**config.mk**
```make
export PLATFORM = sky130hd
export DESIGN_NAME = subneg_data_mem_resp
export DESIGN_NICKNAME = d
export VERILOG_FILES = /design/src/rtl/subneg_data_mem_resp.sv
export SDC_FILE = /design/constraint.sdc
export NUM_CORES = 2
export LEC_CHECK = 0
export ABC_AREA = 1
export CAP_MARGIN = 25
export CORE_ASPECT_RATIO = 1.5
export CORE_MARGIN = 2
export CORE_UTILIZATION = 35
export DETAILED_ROUTE_END_ITERATION = 7
export GPL_TIMING_DRIVEN = 1
export PLACE_DENSITY_LB_ADDON = 0.12
export SLEW_MARGIN = 10
export SYNTH_ARGS = -nofsm -noshare
export SYNTH_HDL_FRONTEND = slang
export SYNTH_SLANG_ARGS = --single-unit
```
**constraint.sdc**
```tcl
create_clock -name clk -period 2.9 [get_ports clk]
set_input_delay 0.58 -clock clk [delete_from_list [all_inputs] [get_ports clk]]
set_output_delay 0.58 -clock clk [all_outputs]
set_load 0.01 [all_outputs]
```
**src/rtl/subneg_data_mem_resp.sv**
```systemverilog
// subneg_data_mem_resp
// Responder end of the SUBNEG core's data-memory request/response interface.
// It services one read or write at a time against an internal word array and
// returns the result through a valid/ready response handshake.
// Optional feature macro: SUBNEG_DATA_MEM_WAIT_EN. When defined, WAIT_CYCLES
// wait states are inserted before every response. When undefined, there is a
// fixed one-cycle response latency and WAIT_CYCLES is ignored.

module subneg_data_mem_resp #(
    parameter int WIDTH       = 8,
    parameter int ADDR_W      = 8,
    parameter int DEPTH       = 256,
    parameter int WAIT_CYCLES = 2
) (
    input  logic              clk,
    input  logic              rst,
    input  logic              req_valid,
    output logic              req_ready,
    input  logic              req_we,
    input  logic [ADDR_W-1:0] req_addr,
    input  logic [WIDTH-1:0]  req_wdata,
    output logic              rsp_valid,
    input  logic              rsp_ready,
    output logic [WIDTH-1:0]  rsp_rdata,
    output logic              rsp_err
);

    // Index width for the implemented words. The address range check is done
    // one bit wider, so DEPTH == 2**ADDR_W does not overflow.
    localparam int IDX_W = (DEPTH > 1) ? $clog2(DEPTH) : 1;
    localparam logic [ADDR_W:0] DEPTH_W = (ADDR_W + 1)'(DEPTH);

    typedef enum logic [1:0] {
        IDLE,
        WAIT,
        RESP
    } state_t;

    state_t state_q, state_d;
    logic              req_ready_q, req_ready_d;
    logic              rsp_valid_q, rsp_valid_d;
    logic [WIDTH-1:0]  rsp_rdata_q, rsp_rdata_d;
    logic              rsp_err_q, rsp_err_d;
    logic              we_q, we_d;
    logic [ADDR_W-1:0] addr_q, addr_d;

`ifdef SUBNEG_DATA_MEM_WAIT_EN
    localparam int CNT_W = (WAIT_CYCLES > 1) ? $clog2(WAIT_CYCLES) : 1;
    logic [CNT_W-1:0] cnt_q, cnt_d;
`endif

    logic [WIDTH-1:0] mem [DEPTH];

    logic accept;
    logic req_in_range;
    logic lat_in_range;
    logic mem_wr;

    assign accept       = (state_q == IDLE) && req_valid && req_ready_q;
    assign req_in_range = {1'b0, req_addr} < DEPTH_W;
    assign lat_in_range = {1'b0, addr_q} < DEPTH_W;
    assign mem_wr       = accept && req_we && req_in_range;

    // Next-state and next-output logic. The response is registered during the
    // first RESP cycle. It then holds until the requester takes it.
    always_comb begin
        state_d     = state_q;
        rsp_valid_d = rsp_valid_q;
        rsp_rdata_d = rsp_rdata_q;
        rsp_err_d   = rsp_err_q;
        we_d        = we_q;
        addr_d      = addr_q;
`ifdef SUBNEG_DATA_MEM_WAIT_EN
        cnt_d       = cnt_q;
`endif
        case (state_q)
            IDLE: begin
                if (accept) begin
                    we_d   = req_we;
                    addr_d = req_addr;
`ifdef SUBNEG_DATA_MEM_WAIT_EN
                    if (WAIT_CYCLES > 0) begin
                        state_d = WAIT;
                        cnt_d   = CNT_W'(WAIT_CYCLES - 1);
                    end else begin
                        state_d = RESP;
                    end
`else
                    state_d = RESP;
`endif
                end
            end
            WAIT: begin
`ifdef SUBNEG_DATA_MEM_WAIT_EN
                if (cnt_q == '0) begin
                    state_d = RESP;
                end else begin
                    cnt_d = cnt_q - 1'b1;
                end
`else
                state_d = RESP;
`endif
            end
            RESP: begin
                if (!rsp_valid_q) begin
                    rsp_valid_d = 1'b1;
                    rsp_err_d   = !lat_in_range;
                    rsp_rdata_d = (lat_in_range && !we_q) ? mem[addr_q[IDX_W-1:0]] : '0;
                end else if (rsp_ready) begin
                    rsp_valid_d = 1'b0;
                    state_d     = IDLE;
                end
            end
            default: begin
                state_d = IDLE;
            end
        endcase
        req_ready_d = (state_d == IDLE);
    end

    // Control and response registers. Reset drops any pending response at once.
    always_ff @(posedge clk or posedge rst) begin
        if (rst) begin
            state_q     <= IDLE;
            req_ready_q <= 1'b0;
            rsp_valid_q <= 1'b0;
            rsp_rdata_q <= '0;
            rsp_err_q   <= 1'b0;
            we_q        <= 1'b0;
            addr_q      <= '0;
`ifdef SUBNEG_DATA_MEM_WAIT_EN
            cnt_q       <= '0;
`endif
        end else begin
            state_q     <= state_d;
            req_ready_q <= req_ready_d;
            rsp_valid_q <= rsp_valid_d;
            rsp_rdata_q <= rsp_rdata_d;
            rsp_err_q   <= rsp_err_d;
            we_q        <= we_d;
            addr_q      <= addr_d;
`ifdef SUBNEG_DATA_MEM_WAIT_EN
            cnt_q       <= cnt_d;
`endif
        end
    end

    // Word array. A write commits at the accept edge. Reset does not clear it.
    always_ff @(posedge clk) begin
        if (mem_wr) begin
            mem[req_addr[IDX_W-1:0]] <= req_wdata;
        end
    end

    assign req_ready = req_ready_q;
    assign rsp_valid = rsp_valid_q;
    assign rsp_rdata = rsp_rdata_q;
    assign rsp_err   = rsp_err_q;

endmodule

```
* Yosys cells after proc, flatten, opt, wreduce, memory -nomap -nowiden
Memory sizes are Yosys's and may differ from the RTL's.
Index checks and enable logic that the tools add are counted.
** Operators by class
- Bitwise operators :: 1
- Reduce and logical (&&, ||, !) cells :: 7
- Mux-type cells :: 9
- Equal/unequal tests :: 2
** Operator list (count)
- 2-to-1 mux 8 bit :: 1
- 2-to-1 mux 2 bit :: 3
- case mux 2 bit (3 select lines) :: 1
- zero test 2 bit :: 2
- 2-to-1 mux 1 bit :: 4
- AND reduction 2 bit :: 2
- logical AND 1 bit :: 3
- == test 2 x 1 -> 1 bit (second input constant) :: 1
- == test 2 bit (second input constant) :: 1
- NOT 1 bit :: 1
** Storage, ports and cells
- Input port bits :: 21
- Bits in registers :: 21
- Memories kept :: 1
- Logic and storage cells :: 26
- Output and inout bits :: 11
- RAM bits :: 2048
** Memory list
- mem :: depth 256, width 8, read ports 1, clocked after memory_dff 0, write ports 1, line 52 : logic [WIDTH-1:0] mem [DEPTH];

* Depth between registers and ports, before layout
- Depth after elaboration :: 6
- Mapped depth :: 17
- Depth with buffers taken out :: 13

* Worst setup path after synthesis
Ideal clock, no wire load.
- Path kind :: in2reg
- From :: in req_valid
- To :: mem mem[105][0] (enable)
- Path buffers :: 2
- Arrival time :: 2008 ps
- Setup slack :: 522 ps
- Required time :: 2530 ps
- Stages on the path :: 6
- Setup time :: 370 ps
- Path through :: nand3_1 > buf_2 > nor4_1 > nand2_1 > buf_2 > nor2_1
** Between the ends
- Cells in the longest elaborated chain, start to end :: 5
** RTL lines
- start, declared :: line 17 : input logic req_valid,
- logical AND 1 bit (2 in series) :: line 59 : assign accept = (state_q == IDLE) && req_valid && req_ready_q;
- logical AND 1 bit :: line 62 : assign mem_wr = accept && req_we && req_in_range;
- 2-to-1 mux 1 bit :: line 150 : if (mem_wr) begin
- 2-to-1 mux 1 bit (implied by the code) :: line 151 : mem[req_addr[IDX_W-1:0]] <= req_wdata;
- end, declared :: line 52
Every way passes these cells.

* Worst setup path in the final report
- From :: reg addr_q[1]
- To :: reg rsp_rdata_q[5], in the netlist rsp_rdata[5]
** Between the ends
- Cells in the longest elaborated chain, start to end :: 2
** RTL lines
- start, declared :: line 45 : logic [ADDR_W-1:0] addr_q, addr_d;
- start signal, assigned :: line 141 : addr_q <= addr_d;
- memory read (256 x 8 bit)
- 2-to-1 mux 8 bit :: line 108 : rsp_rdata_d = (lat_in_range && !we_q) ? mem[addr_q[IDX_W-1:0]] : '0;
- end signal, assigned :: line 138 : rsp_rdata_q <= rsp_rdata_d;
- end, declared :: line 42 : logic [WIDTH-1:0] rsp_rdata_q, rsp_rdata_d;
Every way passes these cells.
A chain may end at the register's enable or synchronous reset.

==> metrics.md <==
| Metric | Value |
|---|---|
| Worst Path Required | 3660 ps |
| Final Slew Violations | 0 |
| Cell area after layout | 98600 µm² |
| CTS clk-pin slew, worst paths | 70 ps |
| Vias in the first global route | 54800 |
| Syn Std Cell Area | 84000 µm² |
| Die X | 404 µm |
| Via count | 55300 |
| Later-pin clock latency in the skew report | 870 ps |
| Setup CP Type | reg -> reg |
| Status | finished, final reports clean |
| CTS tree | yes |
| Synth warn | 0 |
| # rows | 220 |
| Overflow after GRT | 0 |
| Crit-path slowest cell | dfrtp_4 |
| CP endpoint kind | flop |
| Final wirelength | 267 mm |
| R2R depth | 15 |
| Worst min-delay path category | in -> async |
| Die H | 604 µm |
| Worst R2R Start | addr_q[1] |
| Fin cells | 10800 |
| Family with the most delay on the worst path | simple AND/OR/NAND/NOR gates |
| Slew headroom | 48.1% |
| Post-route minimum period | 2830 ps |
| CP Cell Sequence | buf_12 > buf_12 > buf_4 > buf_4 > nand3_1 > nand3_1 > nand3_1 > nand3_1 > nand2_1 > nand2_1 > nand2_1 > nand2_1 > nand3_1 > nand3_1 > nand2_1 |
| Hold buffer count at cts | 0 |
| TritonRoute pass-1 iters | 5 |
| Worst setup SP type | flop |
| Flop-to-flop setup slack | 70 ps |
| Skew final | 55.5 ps |
| Die ar. | 244000 µm² |
| Detailed Route Iter0 Violations | 4560 |
| Dpl cells | 10400 |
| HPWL Detailed | 168 mm |
| Synth Flop Type | edfxtp_1 |
| Commonest non-fill, non-tap cells in the layout | nand2_1, edfxtp_1, nand3_1 |
| Commonest non-fill, non-tap cell in the layout | nand2_1 |
| Sum of negative setup slack | 0 ps |
| Port Buffer Count | 30 |
| Fraction of registers with async set/reset | 1.01% |
| Largest net degree at the start of global routing | 82 |
| Cells after synthesis | 7112 |
| Placer Congestion | 0.825 |
| Final hold vios | 0 |
| Worst path max stage delay | 480 ps |
| Post-DRT Antenna Nets | 0 |
| Htree depth | 4 |
| Worst slew pin tran | 779 ps |
| Final setup viols | 0 |
| Number of flops mapped to enable cells by yosys | 2048 |
| Crit Path Max Fanout | 36 |
| Worst VDD drop | 0.579 mV |
| Core ar. | 239000 µm² |
| Total GRT Usage | 21.6% |
| Fin nets | 7511 |
| Antenna violations before repair | 11 |
| Unique cell type count in the Yosys netlist | 17 |
| DRC viols | 0 |
| Via density | 5.14 |
| TritonCTS buffer count | 204 |
| Sequential fraction of the synthesis area | 73.8% |
| Final worst path period share | 97.5% |
| Most frequent cell on the critical path | nand3_1 |
| CP arrival | 3590 ps |
| Leading area contributor after synthesis | edfxtp_1 |
| Synth top area share | 73.2% |
| Starting Density | 35.2% |
| Power per cell area | 915 nW/µm² |
| Area added between synthesis and finish | 17.4% |
| WL/cell | 24.8 µm |
| Max cap viols | 0 |
| Post-DP Area | 92300 µm² |
| Maximum root-to-sink buffer count | 4 |
| CTS Sinks | 2069 |
| Finished Core Util | 41.3% |
| Reg-to-Reg End | rsp_rdata[5] |
| Synth area leaders | edfxtp_1, nand3_1, nand2_1, buf_2, nor2_1 |
| Clock root buffer | clkbuf_16 |
| Post-synthesis register bit count | 2069 |
| WP buf/inv | 4 |
| Share of layout cells above drive strength 1 | 12.3% |
| Pleak | 0.0352 µW |
| I/O pins | 32 |
| F_max | 354 MHz |
| Syn_area_per_cell | 11.8 µm² |
| First-pass GRT wire length | 387 mm |
[worst min-delay path: stages]
cell and delay, ps:
clkdlybuf4s50_1 400, inv_1 50, buf_4 320
[worst max path at each step]
stage / from / to / slack, ps / depth (start not counted)
floorplan: req_valid / mem[105][0] / 520 / 6
global placement: req_valid / mem[75][6] / -290 / 10
detailed placement: req_valid / mem[75][1] / -180 / 10
CTS: addr_q[0] / rsp_rdata[0] / 60 / 16
global route: addr_q[1] / rsp_rdata[5] / -0.7 / 15
finish: addr_q[1] / rsp_rdata[5] / 70 / 15
[synth_stat cells (6+ instances only)]
| master | count |
|---|---|
| edfxtp_1 | 2048 |
| dfrtp_1 | 21 |
| buf_2 | 280 |
| nor2_1 | 269 |
| nand3_1 | 1946 |
| nand2_1 | 2305 |
| buf_6 | 6 |
| clkbuf_1 | 104 |
| buf_1 | 43 |
| buf_4 | 51 |
| inv_1 | 22 |
| o21ai_0 | 9 |
[routing by layer]
metal / part of all wire [%] / vias up / track usage (%) / wire [µm]
met3: 4.3 / 361 / 2.52 / 11500
met4: 2.6 / 4 / 6.04 / 7040
met2: 53 / 1304 / 39.2 / 140000
li1: - / 25900 / - / -
met1: 40 / 27800 / 26.8 / 108000
met5: 0.010 / - / 0 / 28
[cell type report]
type	count	area, µm²
fillers	22500	140000
clock inverters	109	848
repair inverters	1	8.76
diodes	4	10.0
well taps	3108	3890
repair buffers	654	6820
clock buffers	251	5300
flip-flops and latches	2069	62000
inverters	25	145
multi-input cells	4535	19500
[where the power goes]
part	internal (µW)	switching, µW	leakage [µW]
logic	9640	21900	0.0135
registers	33000	233	0.0187
clock network	13900	11500	0.00301
[through the flow]
| step | setup WS (ps) | hold slack (ps) | total power, µW |
|---|---|---|---|
| floorplan | 522 | 450 | 51500 |
| global placement | -286 | 475 | 65600 |
| detailed placement | -180 | 469 | 65500 |
| CTS | 61.2 | 43.9 | 91100 |
| global route | -0.721 | 92.8 | 94500 |
| finish | 72.0 | 91.1 | 90200 |
[what timing repair did]
item | in CTS | in global routing
setup buffers | 4 | 1
resized for setup | 3 | 12
pin swaps | 0 | 0
gates cloned | 1 | 1
endpoints found under the setup margin | 2 | 4
[state kept, by name (all words and copies together), names as in the netlist]
| signal | flops |
|---|---|
| addr_q | 8 |
| req_ready | 1 |
| state_q | 2 |
| we_q | 1 |
| rsp_rdata | 8 |
| rsp_valid | 1 |
| mem | 2048 |
[cells by family (layout without fill, tap and decap cells)]
logic type,count (synthesis),in the layout,synth area share [%]
other,1,6,0.00446
and+or+nand+nor,4524,4524,23.1
buffers and inverters,509,1040,2.98
DFF,2069,2069,73.8
AOI/OAI and AO/OA,9,9,0.0536
(Power assumes the default switching activity.)
